<file path="src/rtl/attn_pkg.sv">
// Shared types and score reduction for the attention Q.K scheduler.
// ATTN_SCORE_SAT_EN selects the saturating Q2.14 -> Q1.6 reduction.
package attn_pkg;

  localparam int DATA_W = 8;
  localparam int ACC_W  = 17;

  typedef enum logic [1:0] {
    GET_Q,
    GET_K,
    WAIT_ACC,
    SEND
  } state_e;

  function automatic logic [DATA_W-1:0] reduce(
    input logic [ACC_W-1:0] acc
  );
`ifdef ATTN_SCORE_SAT_EN
    if (acc[16] != acc[15]) begin
      reduce = acc[16] ? 8'h80 : 8'h7F;
    end else begin
      reduce = acc[15:8];
    end
`else
    reduce = acc[16:9];
`endif
  endfunction

endpackage

</file>
<file path="src/rtl/attn_credit_counter.sv">
// Downstream credit pool: one credit per score sent, one per return.
// Returns at a full pool are dropped and flagged in a sticky error.
module attn_credit_counter #(
  parameter int CREDITS = 2,
  parameter int CW      = 2
) (
  input  logic          clk,
  input  logic          rst_n,
  input  logic          consume_i,
  input  logic          ret_i,
  output logic [CW-1:0] credits_o,
  output logic          err_o
);

  localparam logic [CW-1:0] FULL = CW'(CREDITS);

  logic [CW-1:0] cnt_q, cnt_d;
  logic          err_q, err_d;

  // Next credit count; simultaneous send and return cancel out.
  always_comb begin
    cnt_d = cnt_q;
    err_d = err_q;
    unique case ({consume_i, ret_i})
      2'b10: begin
        if (cnt_q != '0) begin
          cnt_d = cnt_q - 1'b1;
        end
      end
      2'b01: begin
        if (cnt_q == FULL) begin
          err_d = 1'b1;
        end else begin
          cnt_d = cnt_q + 1'b1;
        end
      end
      default: ;
    endcase
  end

  // Credit and error registers.
  always_ff @(posedge clk or negedge rst_n) begin
    if (!rst_n) begin
      cnt_q <= FULL;
      err_q <= 1'b0;
    end else begin
      cnt_q <= cnt_d;
      err_q <= err_d;
    end
  end

  assign credits_o = cnt_q;
  assign err_o     = err_q;

endmodule

</file>
<file path="src/rtl/attn_score_scheduler.sv">
// Sequences Q/K bytes into the external MAC and ships reduced scores.
// ATTN_SCORE_SAT_EN (see attn_pkg) selects saturating reduction.
module attn_score_scheduler
  import attn_pkg::*;
#(
  parameter int NUM_FEATURES = 4,
  parameter int CREDITS      = 2,
  parameter int CW           = 2
) (
  input  logic              clk,
  input  logic              rst_n,
  input  logic [DATA_W-1:0] in_data,
  input  logic              in_vld,
  output logic              in_rdy,
  output logic [DATA_W-1:0] mac_a,
  output logic [DATA_W-1:0] mac_b,
  output logic              mac_en,
  output logic              mac_clr,
  input  logic [ACC_W-1:0]  mac_acc,
  output logic [DATA_W-1:0] out_score,
  output logic              out_vld,
  input  logic              credit_ret,
  output logic [CW-1:0]     credits,
  output logic              credit_err
);

  localparam int FW =
    (NUM_FEATURES > 1) ? $clog2(NUM_FEATURES) : 1;
  localparam logic [FW-1:0] LAST = FW'(NUM_FEATURES - 1);

  state_e            state_q;
  logic [FW-1:0]     feat_q;
  logic [DATA_W-1:0] q_q;
  logic [DATA_W-1:0] score_q;
  logic              vld_q;
  logic              boot_q;
  logic              send;

  assign in_rdy = (state_q == GET_Q) || (state_q == GET_K);
  assign send   = (state_q == SEND) && (credits != '0);

  assign mac_a  = q_q;
  assign mac_b  = in_data;
  assign mac_en = (state_q == GET_K) && in_vld;

  // The external MAC keeps its sum across our reset, so the first
  // cycle after reset wipes any partial score it still holds.
  assign mac_clr = rst_n && (boot_q || send);

  assign out_score = score_q;
  assign out_vld   = vld_q;

  // Score sequencer with registered score and send pulse.
  always_ff @(posedge clk or negedge rst_n) begin
    if (!rst_n) begin
      state_q <= GET_Q;
      feat_q  <= '0;
      q_q     <= '0;
      score_q <= '0;
      vld_q   <= 1'b0;
      boot_q  <= 1'b1;
    end else begin
      boot_q <= 1'b0;
      vld_q  <= 1'b0;
      unique case (state_q)
        GET_Q: begin
          if (in_vld) begin
            q_q     <= in_data;
            state_q <= GET_K;
          end
        end
        GET_K: begin
          if (in_vld) begin
            if (feat_q == LAST) begin
              feat_q  <= '0;
              state_q <= WAIT_ACC;
            end else begin
              feat_q  <= feat_q + 1'b1;
              state_q <= GET_Q;
            end
          end
        end
        WAIT_ACC: begin
          state_q <= SEND;
        end
        SEND: begin
          if (send) begin
            score_q <= reduce(mac_acc);
            vld_q   <= 1'b1;
            state_q <= GET_Q;
          end
        end
        default: begin
          state_q <= GET_Q;
        end
      endcase
    end
  end

  attn_credit_counter #(
    .CREDITS (CREDITS),
    .CW      (CW)
  ) u_credit (
    .clk       (clk),
    .rst_n     (rst_n),
    .consume_i (send),
    .ret_i     (credit_ret),
    .credits_o (credits),
    .err_o     (credit_err)
  );

endmodule

</file>
<file path="config.mk">
export PLATFORM = sky130hd
export DESIGN_NAME = attn_score_scheduler
export DESIGN_NICKNAME = d
export VERILOG_FILES = /design/src/rtl/attn_pkg.sv /design/src/rtl/attn_credit_counter.sv /design/src/rtl/attn_score_scheduler.sv
export SDC_FILE = /design/constraint.sdc
export NUM_CORES = 1
export LEC_CHECK = 0
export ABC_AREA = 1
export CAP_MARGIN = 20
export CORE_MARGIN = 1
export CORE_UTILIZATION = 40
export CTS_BUF_LIST = sky130_fd_sc_hd__clkbuf_8
export CTS_CLUSTER_DIAMETER = 80
export CTS_CLUSTER_SIZE = 14
export DETAILED_ROUTE_END_ITERATION = 10
export GPL_TIMING_DRIVEN = 0
export PLACE_DENSITY = 0.84
export SETUP_SLACK_MARGIN = 0.4
export SLEW_MARGIN = 20
export SYNTH_ARGS = -nofsm -noshare
export SYNTH_HDL_FRONTEND = slang
export SYNTH_SLANG_ARGS = --single-unit
</file>
<file path="constraint.sdc">
create_clock -name clk -period 3.2 [get_ports clk]
set_clock_uncertainty 0.1 [all_clocks]
set_input_delay 0.32 -clock clk [delete_from_list [all_inputs] [get_ports clk]]
set_output_delay 0.32 -clock clk [all_outputs]
set_load 0.01 [all_outputs]
</file>
==> Word-level counts from Yosys, hierarchy flattened <==
Cells that the tools add are included.
{ "classes": {"magnitude_cmp": 0, "div": 0, "n_eq_ne": 12, "mux": 11, "reduce_logical": 14, "multipliers": 0, "n_bitwise": 0, "addsub": 3, "n_shift": 0} }
{ "op_table": {"columns": ["operator", "count"], "rows": [
  ["two-way mux 2 bit", 7],
  ["== test 2 bit, second input constant", 5],
  ["inequality test 2 bit, second input constant", 5],
  ["case mux 2 bit (4 select lines)", 1],
  ["AND reduction 2 bit", 4],
  ["AND reduction 3 bit", 2],
  ["adder 2 x 1 -> 2 bit, second input constant", 2],
  ["== test 2 x 1 -> 1 bit, second input constant", 2],
  ["case mux 2 bit (2 select lines)", 1],
  ["nonzero test 2 bit", 2],
  ["logical AND 1 bit", 3],
  ["logical NOT 2 bit", 1],
  ["logical OR 1 bit", 2],
  ["two-way mux 1 bit", 2],
  ["subtractor 2 x 1 -> 2 bit, second input constant", 1]
]} }
{ "word_totals": {"regBits": 25, "wordCells": 48, "ram_bits": 0, "mem_bits_ro": 0, "memories": 0, "latchBits": 0, "output_inout_bits": 31, "in_bits": 29} }

==> Logic depth before layout (Yosys ltp) <==
Gate-level depths: netlist (run 1).
{ "logic_depth": {"ltp_word": 5, "ltp_mapped": 7, "ltp_nobuf": 7} }

==> Hierarchy <==
Synthesis (run 1) repeated with hierarchy kept, for this count alone.
{ "unflattened": {"hier_cells": 135, "area_unflattened_um2": 1187.4} }
{ "modules_own_cells": {"columns": ["mod", "area_each_um2", "instances", "cells_each", "seq_area_each_um2"], "rows": [
  ["attn_score_scheduler", 1007.2, 1, 109, 551.8],
  ["attn_credit_counter", 180.2, 1, 26, 76.3]
]} }

==> Worst setup path before layout (run 1) <==
No wires, ideal clock.
{ "synth_timing": {"path_kind": "reg2out", "startpoint": "register u_credit.cnt_q[1] (netlist: u_credit.credits_o[1])", "endpoint": "output mac_clr", "required_time_ps": 2780, "path_slack_ps": 1707, "n_path_buf": 1, "stages_incl_launch_ff": 5, "arrival_time_ps": 1073, "path_cell_list": "dfstp_2 > inv_1 > a21oi_2 > buf_4 > o21a_1"} }
{ "synth_via": {"elab_chain_len": 4} }
{ "synth_lines": {"columns": ["item", "line_no", "source"], "rows": [
  ["start: declaration", "attn_credit_counter.sv:17", "logic [CW-1:0] cnt_q, cnt_d;"],
  ["start signal: assignment", "attn_credit_counter.sv:47", "cnt_q <= cnt_d;"],
  ["nonzero test 2 bit", "attn_score_scheduler.sv:40", "assign send = (state_q == SEND) && (credits != '0);"],
  ["logical AND 1 bit", "attn_score_scheduler.sv:40", null],
  ["logical OR 1 bit", "attn_score_scheduler.sv:48", "assign mac_clr = rst_n && (boot_q || send);"],
  ["logical AND 1 bit", "attn_score_scheduler.sv:48", null],
  ["end: declaration", "attn_score_scheduler.sv:18", "output logic mac_clr,"]
]} }
No other way between the ends.

==> Worst setup path in the final report (run 1) <==
{ "layout_timing": {"startpoint": "input rst_n", "endpoint": "output mac_clr"} }
{ "layout_via": {"elab_chain_len": 1} }
{ "layout_lines": {"columns": ["item", "line_no", "source"], "rows": [
  ["start: declaration", "attn_score_scheduler.sv:11", "input logic rst_n,"],
  ["logical AND 1 bit", "attn_score_scheduler.sv:48", null]
]} }
No other way between the ends.

==> impl_metrics.tcl, run 1 <==
set metrics [dict create \
    post-cts-setup-buffers 0 \
    ys_seq_area_share_pct 56.79 \
    clock_latency_ns 0.26 \
    busiest_layer "met2" \
    io_buffers 50 \
    relSlewSlack_pct 63.38 \
    via_count 987 \
    use_met2_pct 30.92 \
    rrSetupSlack_ns 1.85 \
    rows 18 \
    cp-end-kind "output pin" \
    met3_usage_pct 1.667 \
    syn2layout_area_growth_pct 53.28 \
    hp-start "mac_a[2]" \
    grt_pass1_wl_mm 3.760 \
    p_total_mw 1.463 \
    ant_nets 0 \
    worstPathMaxFanout 26 \
    p_per_area_nw_per_um2 863.2 \
    cp.arrival_ns 2.05 \
    final.period_utilization_pct 77.10 \
    met1_usage_pct 22.14 \
    cts_buffers 3 \
    htree_levels 1 \
    p_leak_nw 0.8317 \
    avgSynthCellArea_um2 8.778 \
    grt_max_degree 27 \
    worstRegToRegCells 4 \
    comb_power_share_pct 48.8 \
    synth_area_um2 1106 \
    cts.sinks 25 \
    final_util_pct 66.62 \
    final-seq-area_um2 628.1 \
    drive_gt1_share_pct 12.15 \
    holdPathStages 2 \
    final_common_cell "nand2_1" \
    pin_count 60 \
    dieHeight_um 54.59 \
    drtIter0Drc 15 \
    hold-path-endpoint "mac_a[2]" \
    core-area_um2 2545 \
    cap_violations 0 \
    nNetsFinal 212 \
    hold_viol_final 0 \
    cts_tree "done" \
    synth_nets 156 \
    slew_violations 0 \
    place_area_um2 1644 \
    drc 0 \
    totalWireLength_mm 2.472 \
    ys_types 21 \
    final.min_clock_period_ns 2.467 \
    status "finished, final reports clean" \
    cts_resized 0 \
    finalSetupTns_ns 0 \
    clock-root-buffer "clkbuf_8" \
    switchingPower_uw 536.3 \
    fin_area_um2 1695 \
    clk_path_buf_depth 2 \
    yosys_register_bits 25 \
    holdWs_ns 0.3791 \
    path_cells "dlygate4sd3_1 -> buf_2 -> o21a_1 -> clkdlybuf4s50_1" \
    fp.dieArea_um2 2980 \
    clk_pin_slew_worst_paths_ns 0.09 \
    gp_congestion 0.7187 \
    cpPeakStageDelay_ns 0.54 \
    syn-instance-count 126 \
    layout_common_cells "nand2_1 (54), clkdlybuf4s50_1 (49), dfrtp_1 (23), nand3_1 (13), buf_4 (9)" \
    yosysWarningCount 0 \
    crit_path_top_delay_cell "clkdlybuf4s50_1" \
    wire_per_inst_um 11.72 \
    grt_antenna_before_repair 0 \
    seq_power_share_pct 38.5 \
    grt_pass1_vias 877 \
    p_int_uw 927.2 \
    start_util_pct 43.46 \
    final.fill_count 213 \
    antennaDiodeCount 0 \
    rsz0062_at_grt "false" \
    crit_path_start "rst_n" \
    firstDrtPassIters 4 \
    tightest_slew_ns 0.5493 \
    swShare_pct 36.65 \
    multi_input_area_um2 369.1 \
    drt-vias-per-instance 4.678 \
    fmax_mhz 405.3 \
    hold_buffers 0 \
    post-dp-hpwl_mm 1.908 \
    crit_type "input port to output pin" \
    worstSetupStartpointType "input port" \
    peakVddDrop_v 0.0004846 \
    setup_viol 0 \
    min_path_type "register to register" \
    grt_overflow 0 \
    p_clk_share_pct 12.7 \
    dieWidth_um 54.59 \
    grt_util_all_layers_pct 17.61 \
    rr_endpoint "mac_a[4]" \
    critical_path_required_ns 2.78 \
]
-- flip-flops by register name, indices dropped and copies added (netlist names), named ones only --
register            cells
u_credit.err_o          1
state_q                 1
mac_a                   8
out_score               8
boot_q                  1
feat_q                  2
out_vld                 1
u_credit.credits_o      2
-- power groups by stage --
| stage | clock [mW] | combinational [mW] | sequential, mW |
|---|---|---|---|
| after floorplan | 0 | 0.293 | 0.615 |
| after global placement | 0 | 0.692 | 0.559 |
| after detailed placement | 0 | 0.720 | 0.568 |
| after CTS | 0.184 | 0.722 | 0.564 |
| after global routing | 0.200 | 0.783 | 0.586 |
| final | 0.186 | 0.714 | 0.564 |
-- logic make-up (layout without fill, tap and decap cells) --
group | Yosys count | in the layout | synth area share, %
fa+ha+maj | 1 | 1 | 1.131
flops | 25 | 25 | 56.79
simple gates | 75 | 75 | 28.17
compound gates | 6 | 6 | 3.732
other cells | 1 | 1 | 0.3390
buf+inv | 18 | 73 | 9.840
-- routing by layer --
layer / vias to the layer above / share of wire [%] / wire, um
met2: 22 / 53 / 1300
met1: 468 / 44 / 1082
met5: - / 0 / 0
met3: 2 / 2.5 / 62
li1: 495 / - / -
met4: 0 / 1.1 / 27
-- metrics by stage --
| stage | setup WS (ns) | instances |
|---|---|---|
| global route | 0.6194 | 211 |
| detailed placement | 0.4024 | 206 |
| global placement | 0.4423 | 206 |
| floorplan | 1.707 | 126 |
| finish | 0.7327 | 211 |
| CTS | 0.4026 | 210 |
-- cell type report --
cell class                      instances  share of cell area, %
Multi-Input combinational cell         83                  21.77
Sequential cell                        25                  37.05
Clock buffer                            3                  2.435
Tap cell                               30                  2.214
Timing Repair Buffer                   51                  29.82
Inverter                                7                  1.550
Buffer                                 11                  4.871
Clock inverter                          1                 0.2952
-- Yosys cell counts (all sizes together) --
master,n,area share (%)
buf,10,7.1
nand3,13,5.9
o21bai,1,0.68
nor2,3,1.2
conb,1,0.34
dfrtp,23,52
dfstp,2,4.8
nand4,2,1.1
a21oi,2,1.2
o21a,2,1.4
nand2,56,19
o21ai,1,0.45
ha,1,1.1
clkbuf,1,0.34
nor3,1,0.45
inv,7,2.4
-- how the worst max path moves through the flow --
stage	to	slack (ns)	depth (start not counted)
after detailed placement	mac_clr	0.40	3
after global placement	mac_clr	0.44	3
final	mac_clr	0.73	4
after CTS	mac_clr	0.40	3
after floorplan	mac_clr	1.71	4
after global routing	mac_clr	0.62	4
-- critical path, delay by kind of cell --
kind	cells	cell delay, ns
buf+inv	3	1.52
compound gates	1	0.20
Power figures use the tool's default switching activity.
==> run 2: changes to the inputs <==
--- a/config.mk
+++ b/config.mk
@@ -8,13 +8,13 @@
 export ABC_AREA = 1
 export CAP_MARGIN = 20
 export CORE_MARGIN = 1
-export CORE_UTILIZATION = 40
+export CORE_UTILIZATION = 36
 export CTS_BUF_LIST = sky130_fd_sc_hd__clkbuf_8
 export CTS_CLUSTER_DIAMETER = 80
 export CTS_CLUSTER_SIZE = 14
 export DETAILED_ROUTE_END_ITERATION = 10
 export GPL_TIMING_DRIVEN = 0
-export PLACE_DENSITY = 0.84
+export PLACE_DENSITY = 0.8
 export SETUP_SLACK_MARGIN = 0.4
 export SLEW_MARGIN = 20
 export SYNTH_ARGS = -nofsm -noshare
==> constraint.sdc (replaced) <==
create_clock -name clk -period 2.1 [get_ports clk]
set_clock_uncertainty 0.1 [all_clocks]
set_input_delay 0.21 -clock clk [delete_from_list [all_inputs] [get_ports clk]]
set_output_delay 0.21 -clock clk [all_outputs]
set_load 0.01 [all_outputs]
==> run 2 against run 1 <==
Against the previous run:
- the flow now finishes with violations (design-rule violations)
- critical endpoint unchanged
- total power is 59% higher
- final area is 4.1% higher
- sequential share of layout area is 1.4 points lower
- critical path type is now register to output pin
- largest power group unchanged
- cell count is 4.3% higher
- clock-buffer cell count stayed put
- core utilization is 4.3 points lower
- worst hold slack worse by 0.36 ns
==> impl_metrics.tcl, run 2 (synthesis gave the netlist of run 1 again) <==
set metrics [dict create \
    core-area_um2 2829 \
    swShare_pct 36.32 \
    crit_type "register to output pin" \
    grt_antenna_before_repair 0 \
    drt-met1-wl_mm 1.071 \
    via_count 1046 \
    comb_power_share_pct 51.3 \
    setup_viol 0 \
    tightest_slew_ns 0.5147 \
    final_cells 220 \
    grt_util_all_layers_pct 17.79 \
    clk_pin_slew_worst_paths_ns 0.09 \
    io_buffers 50 \
    grt_overflow 0 \
    violations "design-rule violations" \
    clk_path_buf_depth 2 \
    wire_per_inst_um 12.22 \
    wl_met3_um 154 \
    drc 2 \
    cts_buffers 3 \
    fp.dieArea_um2 3298 \
    final.fill_count 224 \
    top_layer "met4" \
    wl_met2_mm 1.447 \
    place_area_um2 1645 \
    clock-root-buffer "clkbuf_8" \
    status "finished with violations" \
    start_util_pct 39.10 \
    grt_pass1_vias 1027 \
    seq_power_share_pct 36.5 \
    dieWidth_um 57.43 \
    peakVddDrop_v 0.0007398 \
    relSlewSlack_pct 65.69 \
    worstPathMaxFanout 3 \
    cts_tree "done" \
    layout_common_cells "nand2_1 (54), clkdlybuf4s50_1 (46), dfrtp_1 (22), buf_4 (15), nand3_1 (13)" \
    final.min_clock_period_ns 1.720 \
    switchingPower_uw 845.0 \
    pin_count 60 \
    clock_latency_ns 0.27 \
    dieHeight_um 57.43 \
    nNetsFinal 220 \
    cp-end-kind "output pin" \
    cap_violations 0 \
    grt_pass1_wl_mm 4.512 \
    drtIter0Drc 34 \
    totalWireLength_mm 2.688 \
    cp.arrival_ns 1.41 \
    p_leak_nw 0.8867 \
    fmax_mhz 581.5 \
    slew_violations 0 \
    drt-vias-per-instance 4.755 \
    syn2layout_area_growth_pct 59.50 \
    p_int_mw 1.482 \
    dp.cells 207 \
    p_per_area_nw_per_um2 1319 \
    cts.sinks 25 \
    antennaDiodeCount 0 \
    ant_nets 0 \
    fin_area_um2 1764 \
    hold_viol_final 0 \
    drive_gt1_share_pct 16.93 \
    post-dp-hpwl_mm 1.926 \
    htree_levels 1 \
    rows 19 \
    critical_path_required_ns 1.79 \
    final_common_cell "nand2_1" \
    final-seq-area_um2 629.4 \
    min_path_type "input port to asynchronous set/reset pin" \
    multi_input_area_um2 369.1 \
    worstSetupStartpointType "register" \
    p_clk_share_pct 12.2 \
    final.period_utilization_pct 81.89 \
    rsz0062_at_grt "true" \
    grt_max_degree 24 \
    gp_congestion 0.7225 \
    firstDrtPassIters 8 \
]
[run 2: what timing repair did]
action,in CTS,in global routing
resized for setup,8,3
pin swaps,0,1
endpoints found under the hold margin,23,0
hold buffers,2,0
buffers inserted,4,3
cloned,0,0
endpoints found under the setup margin,2,3
[run 2: power by group through the flow]
| stage | combinational, mW | clock [mW] | sequential, mW |
|---|---|---|---|
| 5_1_grt | 1.31 | 0.317 | 0.884 |
| 4_1_cts | 1.17 | 0.291 | 0.845 |
| 3_5_place_dp | 1.10 | 0 | 0.865 |
| 6_report | 1.19 | 0.284 | 0.849 |
| 3_3_place_gp | 1.06 | 0 | 0.855 |
| 2_1_floorplan | 0.447 | 0 | 0.937 |
[run 2: final cells by class]
cell class | instances | share of cell area (%)
plain buffers | 11 | 4.894
clock buffers | 3 | 2.340
clock inverters | 1 | 0.4255
inverters | 7 | 1.489
multi-input cells | 83 | 20.92
flip-flops and latches | 25 | 35.67
well taps | 31 | 2.199
repair buffers | 59 | 32.06
[run 2: final timing paths]
kind / from / end / slack [ns] / depth (start not counted)
setup reg to reg: register / mac_a[5] / 0.55 / 6
hold / removal: rst_n / mac_a[6] / 0.02 / 2
min in group clk: mac_acc[15] / out_score[6] / 0.37 / 3
setup / recovery: u_credit.credits_o[1] / mac_clr / 0.38 / 5
hold reg to reg: u_credit.err_o / u_credit.err_o / 0.38 / 1
max in group asynchronous: rst_n / boot_q / 1.39 / 2
[run 2: worst max-delay path, cell delays in order, from the launching register on]
cell	delay, ns
dfstp_2	0.55
inv_1	0.07
a21oi_2	0.18
buf_6	0.12
o21a_1	0.09
buf_2	0.12
[run 2: stage by stage]
stage | utilization [%] | TNS [ns] | hold slack, ns | setup WS, ns | power, mW
global placement | 58.16 | -0.4393 | 0.3561 | -0.4393 | 1.912
CTS | 61.83 | 0 | 0.3629 | 0.2589 | 2.306
finish | 62.36 | 0 | 0.02258 | 0.3804 | 2.327
floorplan | - | 0 | -0.1856 | 0.7170 | 1.384
detailed placement | 58.16 | -0.4374 | 0.3594 | -0.4374 | 1.964
global route | 62.36 | 0 | 0.04887 | 0.2994 | 2.507
[run 2: routing by layer]
metal / global-route usage [%] / up-vias
met4: 3.136 / 0
met3: 5.669 / 2
met2: 32.89 / 33
met5: 0 / -
met1: 20.12 / 495
li1: - / 516
==> run 3: changes to the inputs <==
--- a/config.mk
+++ b/config.mk
@@ -8,13 +8,13 @@
 export ABC_AREA = 1
 export CAP_MARGIN = 20
 export CORE_MARGIN = 1
-export CORE_UTILIZATION = 36
+export CORE_UTILIZATION = 40
 export CTS_BUF_LIST = sky130_fd_sc_hd__clkbuf_8
 export CTS_CLUSTER_DIAMETER = 80
 export CTS_CLUSTER_SIZE = 14
 export DETAILED_ROUTE_END_ITERATION = 10
 export GPL_TIMING_DRIVEN = 0
-export PLACE_DENSITY = 0.8
+export PLACE_DENSITY = 0.84
 export SETUP_SLACK_MARGIN = 0.4
 export SLEW_MARGIN = 20
 export SYNTH_ARGS = -nofsm -noshare
==> constraint.sdc (replaced) <==
create_clock -name clk -period 1.8 [get_ports clk]
set_clock_uncertainty 0.1 [all_clocks]
set_input_delay 0.18 -clock clk [delete_from_list [all_inputs] [get_ports clk]]
set_output_delay 0.18 -clock clk [all_outputs]
set_load 0.01 [all_outputs]
==> run 3 against run 2 <==
Against the previous run:
- the run ends with negative hold slack left
- combinational power is 17% higher
- wire length is 6.4% higher
- die area is 9.7% lower
- largest cell class unchanged
==> impl_metrics.tcl, run 3 (synthesis gave the netlist of run 1 again) <==
set metrics [dict create \
    final_util_pct 69.67 \
    worstPathMaxFanout 5 \
    drive_gt1_share_pct 21.58 \
    p_total_mw 2.687 \
    crit_type "register to output pin" \
    pin_count 60 \
    worst_slack_ns 0.1223 \
    crit_path_top_delay_cell "dfstp_2" \
    tightest_slew_ns 0.6195 \
    min_path_type "input port to asynchronous set/reset pin" \
    layout_common_cells "nand2_1 (52), dlygate4sd2_1 (29), dfrtp_1 (23), clkdlybuf4s50_1 (18), buf_4 (17)" \
    worst-path-buf-inv 3 \
    rows 18 \
    holdWs_ns -0.08692 \
    grt_antenna_before_repair 0 \
    drt-vias-per-instance 4.814 \
    final_cells 220 \
    grt_pass1_vias 958 \
    syn2layout_area_growth_pct 60.29 \
    dieWidth_um 54.59 \
    totalWireLength_mm 2.861 \
    hold_viol_final 23 \
    violations "negative hold slack" \
    gp_congestion 0.7187 \
    dp.cells 206 \
    wire_per_inst_um 13.00 \
    antennaDiodeCount 0 \
    p_leak_nw 0.9502 \
    clock-root-buffer "clkbuf_8" \
    cp-end-kind "output pin" \
    final_common_cell "nand2_1" \
    crit_family "flip-flops" \
    peakVddDrop_v 0.0009257 \
    firstDrtPassIters 4 \
    nNetsFinal 221 \
    core-area_um2 2545 \
    dieHeight_um 54.59 \
    status "finished with violations" \
    slew_violations 0 \
    p_per_area_nw_per_um2 1516 \
    pre_cts_slack_ns -0.7176 \
    clk_pin_slew_worst_paths_ns 0.09 \
    grt_pass1_wl_mm 4.140 \
    grt_overflow 0 \
    drtIter0Drc 29 \
    final.period_utilization_pct 93.20 \
    cts_buffers 3 \
    cpPeakStageDelay_ns 0.58 \
    r2r_start "u_credit.credits_o[1]" \
    cp.arrival_ns 1.40 \
    rsz0062_at_grt "true" \
    io_buffers 50 \
    fp.dieArea_um2 2980 \
    post-dp-hpwl_mm 1.908 \
    worstSetupStartpointType "register" \
    cts_tree "done" \
    relSlewSlack_pct 58.70 \
    start_util_pct 43.46 \
    final.min_clock_period_ns 1.678 \
    clk_path_buf_depth 2 \
    critical_path_required_ns 1.52 \
    htree_levels 1 \
    cts.sinks 25 \
    grt_util_all_layers_pct 19.37 \
    clock_latency_ns 0.26 \
    fmax_mhz 596.1 \
    grt_max_degree 27 \
    drc 0 \
    cap_violations 0 \
    ant_nets 0 \
    path_cells "inv_2 -> a21oi_4 -> buf_6 -> o21a_1 -> buf_2" \
    via_count 1059 \
    rrSetupSlack_ns 0.33 \
    setup_viol 0 \
    worstRegToRegCells 7 \
]
==> run 3: how the worst max path moves through the flow <==
stage / from / endpoint / depth (start not counted)
3_5_place_dp: rst_n / mac_clr / 3
2_1_floorplan: u_credit.credits_o[1] / mac_clr / 4
4_1_cts: u_credit.credits_o[1] / mac_clr / 5
6_report: u_credit.credits_o[1] / mac_clr / 5
3_3_place_gp: rst_n / mac_clr / 3
5_1_grt: u_credit.credits_o[1] / mac_clr / 5
==> run 3: metrics by stage <==
| stage | TNS, ns | area, um^2 |
|---|---|---|
| 2_1_floorplan | 0 | 1106 |
| 5_1_grt | 0 | 1773 |
| 4_1_cts | 0 | 1705 |
| 3_3_place_gp | -0.6777 | 1644 |
| 3_5_place_dp | -0.7176 | 1644 |
| 6_report | 0 | 1773 |
==> run 3: metal layers <==
layer	global-route usage [%]	wire, um	share of wire [%]	vias up
met5	0	0	0	-
met4	7.265	27	0.94	0
met3	2.500	124	4.3	2
met2	33.53	1494	52	32
met1	24.25	1214	42	511
li1	-	-	-	514
==> run 3: repair_timing <==
item	4_1_cts	5_1_grt
setup endpoints to repair	31	24
pin swaps	1	1
gates resized for setup	42	14
endpoints found under the hold margin	23	23
gates cloned	0	1
setup buffers	6	3
==> run 3: cell type report <==
cell class,instances,area [um^2]
Buffer,11,87.58
Clock buffer,3,41.29
Clock inverter,1,5.005
Fill cell,206,772.0
Inverter,7,28.78
Multi-Input combinational cell,83,404.1
Sequential cell,25,628.1
Tap cell,30,37.54
Timing Repair Buffer,60,540.5
==> run 3: power breakdown <==
group | switching (mW) | internal (mW)
Clock | 0.175 | 0.154
Combinational | 0.737 | 0.648
Sequential | 0.144 | 0.828
Total | 1.06 | 1.63
==> run 3: worst register-to-register path, delay by kind of cell, from the launching register on <==
family                 cells  cell delay (ns)
DFF                        1             0.58
buffers and inverters      3             0.35
and+or+nand+nor            3             0.26
AOI/OAI and AO/OA          1             0.07
